<file path="config.mk">
export PLATFORM = sky130hd
export DESIGN_NAME = sd_dat_block_serializer
export DESIGN_NICKNAME = d
export VERILOG_FILES = /design/src/rtl/sd_dat_block_serializer.sv
export SDC_FILE = /design/constraint.sdc
export NUM_CORES = 1
export LEC_CHECK = 0
export BUFFER_PORTS_ARGS = -buffer_cell sky130_fd_sc_hd__buf_4
export CAP_MARGIN = 10
export CORE_ASPECT_RATIO = 0.7
export CORE_MARGIN = 2
export CORE_UTILIZATION = 47
export DETAILED_ROUTE_END_ITERATION = 16
export HOLD_SLACK_MARGIN = 0.03
export PLACE_DENSITY_LB_ADDON = 0.08
export SLEW_MARGIN = 20
export SYNTH_ARGS = -nofsm -noshare
export SYNTH_HDL_FRONTEND = slang
export SYNTH_SLANG_ARGS = --single-unit
</file>
<file path="constraint.sdc">
create_clock -name clk -period 3.9 [get_ports clk]
set_input_delay 0.585 -clock clk [delete_from_list [all_inputs] [get_ports clk]]
set_output_delay 0.585 -clock clk [all_outputs]
set_load 0.02 [all_outputs]
</file>
<file path="src/rtl/sd_dat_block_serializer.sv">
// SD DAT-line write serializer: start bit, payload, per-lane CRC16, end bit.
// 1-bit (DAT0) or 4-bit (DAT3..DAT0) framing, card-clock hold on FIFO underrun.
module sd_dat_block_serializer #(
    parameter int BITS   = 32,
    parameter int WCNT_W = 10
) (
    input  logic              clk,
    input  logic              reset,
    input  logic              start,
    input  logic              wide_mode,
    input  logic [WCNT_W-1:0] blk_words,
    input  logic [BITS-1:0]   in_data,
    input  logic              in_valid,
    output logic              in_ready,
    output logic [3:0]        dat_out,
    output logic [3:0]        dat_oe,
    output logic              clk_hold,
    output logic              busy,
    output logic              complete
);

    localparam int SC_W = $clog2(BITS + 1);

    typedef enum logic [2:0] {
        S_IDLE,
        S_START,
        S_DATA,
        S_CRC,
        S_END,
        S_DONE
    } state_t;

    state_t            state, state_nxt;
    logic              wide_q;
    logic [WCNT_W-1:0] blk_q, fetched, loaded;
    logic [BITS-1:0]   buf_data, sh_data, cur;
    logic              buf_full;
    logic [SC_W-1:0]   sh_cnt, sh_base;
    logic [15:0]       crc [4];
    logic [3:0]        crc_cnt;
    logic [3:0]        dat_q, oe_q, lane_bit, lane_mask;
    logic              sh_empty, hold, shift_en, xfer, accept, last_shift;

    function automatic logic [15:0] crc16_step(input logic [15:0] c, input logic b);
        crc16_step = {c[14:0], 1'b0} ^ ((c[15] ^ b) ? 16'h1021 : 16'h0000);
    endfunction

    // An empty shift register reads straight from the buffer so reloads cost no cycle.
    assign sh_empty   = (sh_cnt == '0);
    assign cur        = sh_empty ? buf_data : sh_data;
    assign sh_base    = wide_q ? SC_W'(BITS / 4) : SC_W'(BITS);
    assign lane_mask  = wide_q ? 4'hF : 4'h1;
    assign lane_bit   = wide_q ? cur[BITS-1 -: 4] : {3'b111, cur[BITS-1]};
    assign hold       = (state == S_DATA) && sh_empty && !buf_full;
    assign shift_en   = (state == S_DATA) && !hold;
    assign busy       = (state != S_IDLE) && (state != S_DONE);
    assign in_ready   = busy && !buf_full && (fetched < blk_q);
    assign xfer       = in_valid && in_ready;
    assign accept     = (state == S_IDLE) && start && (blk_words != '0);
    assign last_shift = shift_en && ((sh_empty ? sh_base : sh_cnt) == SC_W'(1)) &&
                        ((loaded + {{(WCNT_W-1){1'b0}}, sh_empty}) == blk_q);

    always_ff @(posedge clk) begin
        if (reset) state <= S_IDLE;
        else       state <= state_nxt;
    end

    always_comb begin
        state_nxt = state;
        case (state)
            S_IDLE:  if (accept) state_nxt = S_START;
            S_START: state_nxt = S_DATA;
            S_DATA:  if (last_shift) state_nxt = S_CRC;
            S_CRC:   if (crc_cnt == 4'd15) state_nxt = S_END;
            S_END:   state_nxt = S_DONE;
            S_DONE:  state_nxt = S_IDLE;
            default: state_nxt = S_IDLE;
        endcase
    end

    always_comb begin
        dat_out  = 4'hF;
        dat_oe   = 4'h0;
        complete = 1'b0;
        clk_hold = hold;
        case (state)
            S_START: begin
                dat_out = ~lane_mask;
                dat_oe  = lane_mask;
            end
            S_DATA: begin
                if (hold) begin
                    dat_out = dat_q;
                    dat_oe  = oe_q;
                end else begin
                    dat_out = lane_bit;
                    dat_oe  = lane_mask;
                end
            end
            S_CRC: begin
                dat_out = {crc[3][15], crc[2][15], crc[1][15], crc[0][15]} | ~lane_mask;
                dat_oe  = lane_mask;
            end
            S_END:   dat_oe = lane_mask;
            S_DONE:  complete = 1'b1;
            default: ;
        endcase
    end

    always_ff @(posedge clk) begin
        if (reset) begin
            wide_q   <= 1'b0;
            blk_q    <= '0;
            fetched  <= '0;
            loaded   <= '0;
            buf_data <= '0;
            sh_data  <= '0;
            buf_full <= 1'b0;
            sh_cnt   <= '0;
            crc_cnt  <= '0;
            dat_q    <= 4'hF;
            oe_q     <= 4'h0;
            for (int unsigned i = 0; i < 4; i++) crc[i] <= '0;
        end else begin
            dat_q <= dat_out;
            oe_q  <= dat_oe;
            if (accept) begin
                wide_q   <= wide_mode;
                blk_q    <= blk_words;
                fetched  <= '0;
                loaded   <= '0;
                buf_full <= 1'b0;
                sh_cnt   <= '0;
            end
            if (xfer) begin
                buf_data <= in_data;
                buf_full <= 1'b1;
                fetched  <= fetched + WCNT_W'(1);
            end
            case (state)
                S_START: begin
                    crc_cnt <= '0;
                    for (int unsigned i = 0; i < 4; i++) crc[i] <= '0;
                end
                S_DATA: begin
                    if (shift_en) begin
                        sh_data <= wide_q ? (cur << 4) : (cur << 1);
                        sh_cnt  <= (sh_empty ? sh_base : sh_cnt) - SC_W'(1);
                        if (sh_empty) begin
                            buf_full <= 1'b0;
                            loaded   <= loaded + WCNT_W'(1);
                        end
                        for (int unsigned i = 0; i < 4; i++)
                            if (lane_mask[i]) crc[i] <= crc16_step(crc[i], lane_bit[i]);
                    end
                end
                S_CRC: begin
                    crc_cnt <= crc_cnt + 4'd1;
                    for (int unsigned i = 0; i < 4; i++) crc[i] <= {crc[i][14:0], 1'b0};
                end
                default: ;
            endcase
        end
    end

endmodule

</file>
==> results of run 1 <==
-- cells by family (layout without fill, tap and decap cells) --
family / after synthesis / after routing / synth area share (%)
multiplexers: 34 / 34 / 4.10
buffers and inverters: 89 / 118 / 4.23
AO/OA/AOI/OAI: 238 / 238 / 15.5
XOR/XNOR: 28 / 28 / 2.93
flip-flops: 180 / 180 / 48.8
adder cells (fa/ha/maj): 17 / 17 / 2.46
AND/OR/NAND/NOR: 387 / 387 / 22.0
-- area by class of cell --
type / instances / area, µm² / area share, %
Sequential cell: 180 / 4210 / 43.4
Multi-Input combinational cell: 704 / 4060 / 41.8
Timing Repair Buffer: 68 / 510 / 5.26
Clock buffer: 17 / 425 / 4.39
Tap cell: 236 / 295 / 3.04
Clock inverter: 14 / 128 / 1.32
Inverter: 19 / 71.3 / 0.735
-- where the power goes --
| part | internal, W | switching (W) |
|---|---|---|
| registers | 0.00204 | 0.0000590 |
| logic | 0.000200 | 0.000382 |
| clock network | 0.000885 | 0.000788 |
| total | 0.00312 | 0.00123 |
-- cells in the mapped netlist, types with 2 or more instances --
master | instances | share of area [%]
a211oi_1 | 5 | 0.43
a21o_1 | 2 | 0.17
a21oi_1 | 96 | 5.6
a22o_1 | 3 | 0.30
a22oi_1 | 3 | 0.26
a31oi_1 | 6 | 0.43
and2_1 | 61 | 4.4
and3_1 | 8 | 0.58
and4_1 | 2 | 0.20
buf_1 | 9 | 0.39
buf_2 | 10 | 0.58
buf_4 | 5 | 0.43
clkbuf_1 | 46 | 2.0
dfxtp_1 | 119 | 28
edfxtp_1 | 61 | 21
ha_1 | 17 | 2.5
inv_1 | 17 | 0.74
inv_2 | 2 | 0.087
mux2i_1 | 32 | 3.7
nand2_1 | 88 | 3.8
nand2b_1 | 8 | 0.58
nand3_1 | 54 | 3.1
nand4_1 | 8 | 0.58
nand4b_1 | 3 | 0.30
nor2_1 | 102 | 4.4
nor2b_1 | 6 | 0.43
nor3_1 | 19 | 1.1
nor3b_1 | 4 | 0.35
nor4_1 | 4 | 0.29
o2111ai_1 | 3 | 0.30
o211ai_1 | 12 | 1.0
o21a_1 | 4 | 0.35
o21ai_0 | 86 | 5.0
o21ai_1 | 6 | 0.35
or2_2 | 3 | 0.22
or3_1 | 6 | 0.43
or3b_2 | 2 | 0.20
xnor2_1 | 17 | 1.7
xor2_1 | 10 | 1.0
-- layout by cell type (no fill, tap or decap), types with 10 or more instances in the layout --
master	instances
xnor2_1	17
nand2_1	88
nor2_1	102
xor2_1	10
a21oi_1	96
dfxtp_1	119
and2_1	61
inv_1	17
clkbuf_16	17
o211ai_1	12
nand3_1	54
nor3_1	19
ha_1	17
o21ai_0	86
buf_4	68
edfxtp_1	61
mux2i_1	32
-- worst max-delay path, cell delays in order (launching register included) --
cell and delay (ns):
dfxtp_1 0.65, and2b_1 0.33, or3_1 0.22, o211a_1 0.17
a21bo_1 0.21, inv_2 0.59, buf_4 0.27
-- layer usage --
metal | up-vias | track usage, % | wire length [µm]
li1 | 3438 | - | -
met2 | 173 | 28.5 | 8040
met4 | 0 | 5.60 | 196
met5 | - | 0 | 0
met3 | 15 | 4.05 | 1160
met1 | 3229 | 34.6 | 11000
-- path summary, 6_finish.rpt --
check	start	endpoint	slack (ns)	cells after the start
setup / recovery	state[0]$_SDFFE_PP0P_	in_ready	0.43	6
hold / removal	in_data[6]	buf_data[6]$_SDFFE_PP0P_	0.41	3
setup reg to reg	sh_cnt[0]$_SDFF_PP0_	state[0]$_SDFFE_PP0P_	0.95	13
hold reg to reg	sh_data[10]$_SDFFE_PP0P_	sh_data[10]$_SDFFE_PP0P_	0.45	2
-- flip-flops by register name (all words and copies together), names as in the netlist, 6 cells and up --
name      count
buf_data     32
sh_data      31
loaded       10
crc          64
fetched      10
blk_q        10
sh_cnt        6
-- metrics by stage --
stage	setup WS, ns	hold slack, ns	power [W]
finish	0.426	0.406	0.00435
global route	0.242	0.402	0.00452
CTS	0.476	0.396	0.00438
detailed placement	0.950	0.443	0.00272
global placement	1.01	0.440	0.00271
floorplan	1.28	0.432	0.00254
==> impl_metrics.json, run 1 <==
{
  "postCtsResizedCells": 0,
  "final.fill_count": 1652,
  "grt_first_pass_wirelength_mm": 33.9,
  "synth_ff_type": "dfxtp_1",
  "stdcell_count": 1238,
  "power_density_nw_per_um2": 449,
  "syn_to_final_growth_pct": 12.3,
  "critPathKind": "register to output pin",
  "cts_buffer_depth": 2,
  "outcome": "finished clean",
  "slew_violations": 0,
  "ir_drop_uv": 312,
  "synth_nets": 1037,
  "ys_types": 63,
  "antenna_found_initial": 0,
  "post-route-drc-count": 0,
  "vias_per_cell": 5.54,
  "postPlaceCellArea_um2": 9150,
  "synth.avg_cell_area_um2": 8.88,
  "htree_levels": 4,
  "synth-edff-count": 61,
  "cts_made_buffers": 17,
  "design_area_um2": 9700,
  "antennaDiodeCount": 0,
  "coreArea_um2": 18000,
  "max_freq_ghz": 0.288,
  "rsz0062_at_grt": "no",
  "worstPathRequired_ns": 3.31,
  "critPathCaptureType": "output pin",
  "die_h_um": 117,
  "ys_ff_latch": 180,
  "worst_pin_slew_ns": 0.972,
  "drt_pass1_iterations": 7,
  "finClkSkew_ns": 0.0121,
  "async_flop_share_pct": 0,
  "die_w_um": 166,
  "clk_latency_ns": 0.43,
  "startpoint_type": "register",
  "setup_viol": 0,
  "cts_tree": "done",
  "fin_setup_tns_ns": 0,
  "rows": 41,
  "io_buffers": 58,
  "grt_pass1_vias": 6428,
  "hold_buffers": 0,
  "post-cts-setup-buffers": 0,
  "fin_crit_ns": 3.47,
  "drtIter0Drc": 623,
  "overflow": 0,
  "ios": 59,
  "drive_gt1_share_pct": 11.1,
  "dieArea_um2": 19500,
  "leakagePower_nw": 3.49,
  "dp.cells": 1207,
  "wl_per_cell_um": 16.5,
  "drt-total-wl_mm": 20.4,
  "finalNetCount": 1054,
  "cap_viol_max_count": 0,
  "dp_hpwl_mm": 13.1,
  "grt_util_all_layers_pct": 21.4,
  "start_util_pct": 48.0,
  "syn_area_um2": 8640,
  "finalCritPeriodShare_pct": 89.1,
  "hp-class": "primary input to register",
  "hold_violations": 0,
  "yosysWarnings": 0,
  "syn_inst": 973,
  "grt_max_degree": 79,
  "yosysSeqAreaShare_pct": 48.8,
  "path_max_fanout": 44,
  "clkTransAtPathRegs_ns": 0.07,
  "cts_sinks": 180,
  "root_buffer": "clkbuf_16",
  "relSlewSlack_pct": 35.1,
  "postRouteAntennaNets": 0,
  "gp_congestion": 0.780,
  "final_util_pct": 53.9,
  "worstPathArrival_ns": 2.89,
  "vias": 6855
}
Power figures use the tool's default switching activity.
==> run 2: changes to the inputs <==
--- a/config.mk
+++ b/config.mk
@@ -13,6 +13,7 @@
 export DETAILED_ROUTE_END_ITERATION = 16
 export HOLD_SLACK_MARGIN = 0.03
 export PLACE_DENSITY_LB_ADDON = 0.08
+export REMOVE_ABC_BUFFERS = 1
 export SLEW_MARGIN = 20
 export SYNTH_ARGS = -nofsm -noshare
 export SYNTH_HDL_FRONTEND = slang
==> run 2 against run 1 <==
Compared with the run above: utilization up 0.38 points; sequential share of layout area down 0.31 points; design area up 0.71%; count of clock-buffer cells in the layout up 1; sequential cell count unchanged; critical path type unchanged; maximum frequency up 3.5%; power up 1.5%.
==> impl_metrics.json, run 2 (same netlist as run 1, synthesis figures left out) <==
{
  "outcome": "finished clean",
  "dp_hpwl_mm": 13.3,
  "hold_buffers": 0,
  "path_max_fanout": 8,
  "final_common_cell": "dfxtp_1",
  "grt_first_pass_wirelength_mm": 33.8,
  "vias_per_cell": 5.49,
  "final.fill_count": 1722,
  "fin_setup_tns_ns": 0,
  "hold_ws_ns": 0.401,
  "grt_max_degree": 78,
  "hold_violations": 0,
  "dieArea_um2": 19500,
  "root_buffer": "clkbuf_16",
  "syn_to_final_growth_pct": 13.1,
  "clkTransAtPathRegs_ns": 0.08,
  "critPathKind": "register to output pin",
  "cts_buffer_depth": 2,
  "fin_crit_ns": 3.36,
  "finalNetCount": 1059,
  "critPathCaptureType": "output pin",
  "grt_pass1_vias": 6434,
  "rows": 41,
  "post-cts-setup-buffers": 0,
  "coreArea_um2": 18000,
  "die_w_um": 166,
  "multi_input_area_um2": 4060,
  "setup_viol": 0,
  "gp_congestion": 0.809,
  "io_buffers": 58,
  "drt-total-wl_mm": 20.4,
  "slew_violations": 0,
  "overflow": 0,
  "ios": 59,
  "largestRegisters": "crc: 64 flops, buf_data: 32 flops, sh_data: 31 flops",
  "cts_made_buffers": 17,
  "die_h_um": 117,
  "hp-class": "primary input to register",
  "power_density_nw_per_um2": 452,
  "drive_gt1_share_pct": 11.6,
  "worstPathArrival_ns": 2.77,
  "rsz0062_at_grt": "no",
  "drtIter0Drc": 638,
  "start_util_pct": 48.0,
  "clk_latency_ns": 0.44,
  "regMostFlops": "crc",
  "layout.area.seq_um2": 4210,
  "grt_util_all_layers_pct": 21.3,
  "postCtsResizedCells": 0,
  "htree_levels": 4,
  "cap_viol_max_count": 0,
  "worst_pin_slew_ns": 0.844,
  "wl_per_cell_um": 16.4,
  "max_freq_ghz": 0.298,
  "post-route-drc-count": 0,
  "startpoint_type": "register",
  "antenna_found_initial": 0,
  "drt_pass1_iterations": 5,
  "final_cell_mix": "dfxtp_1, nor2_1, a21oi_1",
  "cts_tree": "done",
  "postRouteAntennaNets": 0,
  "finalCritPeriodShare_pct": 86.1,
  "leakagePower_nw": 3.53,
  "relSlewSlack_pct": 43.7,
  "fin_total_pwr_w": 0.00442,
  "final_util_pct": 54.3,
  "largest_register_ffs": 64,
  "worstPathRequired_ns": 3.31,
  "cts_sinks": 180,
  "finClkSkew_ns": 0.0130,
  "vias": 6838,
  "ir_drop_uv": 277
}
==> run 2: cell count changes in the layout (fill, tap and decap cells not counted), sizes merged <==
| cell | previous run | this run |
|---|---|---|
| buf | 68 | 73 |
| clkbuf | 17 | 18 |
| clkinv | 3 | 1 |
| clkinvlp | 4 | 3 |
| diode | 0 | 1 |
| inv | 25 | 28 |
==> run 2: worst max-delay path, stage by stage, from the launching register on <==
cell      delay [ns]
dfxtp_1         0.36
inv_1           0.10
ha_1            0.23
nor3b_4         0.36
nand2_2         0.10
inv_2           0.15
mux4_2          0.57
mux2i_1         0.16
o211ai_1        0.13
buf_4           0.20
==> run 2: final timing paths <==
kind / start / cells after the start / to / slack [ns]
worst max-delay path: sh_cnt[0]$_SDFF_PP0_ / 9 / dat_out[0] / 0.54
worst min-delay path: in_data[13] / 3 / buf_data[13]$_SDFFE_PP0P_ / 0.40
worst max register to register: sh_cnt[0]$_SDFF_PP0_ / 13 / state[0]$_SDFFE_PP0P_ / 0.93
worst min register to register: sh_data[26]$_SDFFE_PP0P_ / 2 / sh_data[26]$_SDFFE_PP0P_ / 0.45
==> run 2: final cells by class <==
cell class | instances | area share (%)
Tap cell | 236 | 3.02
Clock inverter | 14 | 1.56
Multi-Input combinational cell | 704 | 41.5
Timing Repair Buffer | 73 | 5.61
Clock buffer | 18 | 4.39
Sequential cell | 180 | 43.1
Antenna cell | 1 | 0.0256
Inverter | 19 | 0.730
==> run 2: where the power goes <==
group / internal [W] / switching [W]
Sequential: 0.00204 / 0.0000570
Combinational: 0.000207 / 0.000388
Clock: 0.000912 / 0.000817
Total: 0.00316 / 0.00126
==> run 2: stage by stage <==
step                cells  setup slack (ns)  cell area, µm²
detailed placement   1212             0.964            9190
CTS                  1244             0.532            9770
global route         1244             0.317            9770
global placement     1212              1.06            9190
finish               1245             0.544            9770
floorplan             903             0.747            8340
==> run 2: layer usage <==
layer  wire length [µm]  vias up  GRT usage [%]
met3                893        8           4.83
met1              11100     3231           33.1
met5                  0        -              0
met2               8360      142           30.5
met4                 87        0           3.86
li1                   -     3457              -
==> run 3: changes to the inputs <==
--- a/config.mk
+++ b/config.mk
@@ -12,7 +12,7 @@
 export CORE_UTILIZATION = 47
 export DETAILED_ROUTE_END_ITERATION = 16
 export HOLD_SLACK_MARGIN = 0.03
-export PLACE_DENSITY_LB_ADDON = 0.08
+export PLACE_DENSITY_LB_ADDON = 0.05
 export REMOVE_ABC_BUFFERS = 1
 export SLEW_MARGIN = 20
 export SYNTH_ARGS = -nofsm -noshare
==> run 3 against run 2 <==
Compared with the run above: worst hold slack worse by 0.014 ns; cell count is essentially flat; sequential cell count unchanged; power is 0.81% lower; clock skew rose by 0.0014 ns; routed wire length shrank 0.65%; critical path depth is the same; global-route usage decreased by 0.066 points; die area unchanged; maximum frequency is 1.4% lower; non-clock buffer count unchanged; sequential share of layout area barely moved.
==> impl_metrics.json, run 3 (same netlist as run 1, synthesis figures left out) <==
{
  "cts_buffer_depth": 2,
  "cts_sinks": 180,
  "final.fill_count": 1649,
  "die_h_um": 117,
  "coreArea_um2": 18000,
  "outcome": "finished clean",
  "power_density_nw_per_um2": 449,
  "r2r_start": "sh_cnt[0]$_SDFF_PP0_",
  "drtIter0Drc": 572,
  "dieArea_um2": 19500,
  "gp_congestion": 0.850,
  "relSlewSlack_pct": 47.4,
  "syn_to_final_growth_pct": 13.1,
  "slew_violations": 0,
  "hold_buffers": 0,
  "regMostFlops": "crc",
  "drive_gt1_share_pct": 11.7,
  "antenna_found_initial": 0,
  "die_w_um": 166,
  "worstPathArrival_ns": 2.82,
  "rows": 41,
  "cts_tree": "done",
  "finalCritPeriodShare_pct": 87.3,
  "largest_register_ffs": 64,
  "startpoint_type": "register",
  "antennaDiodeCount": 0,
  "crit_start": "sh_cnt[0]$_SDFF_PP0_",
  "hold_violations": 0,
  "worst_pin_slew_ns": 0.787,
  "postRouteAntennaNets": 0,
  "fin_crit_ns": 3.40,
  "rsz0062_at_grt": "no",
  "grt_first_pass_wirelength_mm": 33.4,
  "grt_util_all_layers_pct": 21.3,
  "leakagePower_nw": 3.53,
  "reg2reg_depth": 13,
  "postCtsResizedCells": 0,
  "overflow": 0,
  "dp_hpwl_mm": 13.2,
  "max_freq_ghz": 0.294,
  "vias": 6878,
  "grt_max_degree": 65,
  "cts_made_buffers": 17,
  "ir_drop_uv": 320,
  "grt_pass1_vias": 6266,
  "critPathCaptureType": "output pin",
  "hold_ws_ns": 0.386,
  "drt_pass1_iterations": 6,
  "final_common_cell": "dfxtp_1",
  "post-route-drc-count": 0,
  "finClkSkew_ns": 0.0144,
  "clkTransAtPathRegs_ns": 0.08,
  "post-cts-setup-buffers": 0,
  "vias_per_cell": 5.53,
  "ios": 59,
  "start_util_pct": 48.0,
  "htree_levels": 4,
  "largestRegisters": "crc: 64 flops, buf_data: 32 flops, sh_data: 31 flops",
  "critPathKind": "register to output pin",
  "worstPathRequired_ns": 3.31,
  "clk_latency_ns": 0.45,
  "path_max_fanout": 8,
  "ff2ff_setup_slack_ns": 0.91,
  "setup_viol": 0,
  "hold_depth": 3,
  "root_buffer": "clkbuf_16",
  "io_buffers": 58,
  "finalNetCount": 1059,
  "cap_viol_max_count": 0,
  "wl_per_cell_um": 16.3,
  "fin_setup_tns_ns": 0,
  "drt-total-wl_mm": 20.3,
  "final_cell_mix": "dfxtp_1, nor2_1, a21oi_1",
  "hp-class": "primary input to register",
  "holdCritStartpoint": "in_data[6]"
}
==> run 3: area by class of cell <==
class	count	area, µm²	area share, %
inverters	19	71.3	0.730
clock buffers	17	425	4.36
multi-input cells	704	4060	41.5
repair buffers	73	548	5.61
well taps	236	295	3.02
flip-flops and latches	180	4210	43.2
clock inverters	15	155	1.59
==> run 3: layer usage <==
metal  track usage [%]  wire, µm
met5                 0         0
met4              4.62       163
met3              4.59       948
met2              29.7      8270
met1              33.3     10900
==> run 3: worst paths after layout <==
check                                           endpoint
worst min register to register  sh_data[14]$_SDFFE_PP0P_
worst max-delay path                          dat_out[0]
worst min-delay path            buf_data[6]$_SDFFE_PP0P_
worst max register to register     state[0]$_SDFFE_PP0P_
==> run 3: through the flow <==
| stage | setup WS (ns) | power (W) | util, % | cells | cell area, µm² |
|---|---|---|---|---|---|
| 2_1_floorplan | 0.747 | 0.00248 | - | 903 | 8340 |
| 3_3_place_gp | 1.04 | 0.00272 | 51.0 | 1212 | 9190 |
| 3_5_place_dp | 0.970 | 0.00273 | 51.0 | 1212 | 9190 |
| 4_1_cts | 0.491 | 0.00443 | 54.2 | 1244 | 9770 |
| 5_1_grt | 0.313 | 0.00457 | 54.2 | 1244 | 9770 |
| 6_report | 0.496 | 0.00438 | 54.2 | 1244 | 9770 |
==> run 3: where the power goes <==
group | total [W] | internal (W) | switching [W]
logic | 0.000587 | 0.000205 | 0.000382
registers | 0.00210 | 0.00204 | 0.0000603
clock network | 0.00170 | 0.000856 | 0.000844
==> run 3: critical path, cell delays in order (launching register included) <==
cell,delay (ns)
dfxtp_1,0.36
inv_1,0.10
ha_1,0.23
nor3b_4,0.37
nand2_2,0.10
inv_2,0.16
mux4_2,0.56
mux2i_1,0.15
o211ai_1,0.15
buf_4,0.20
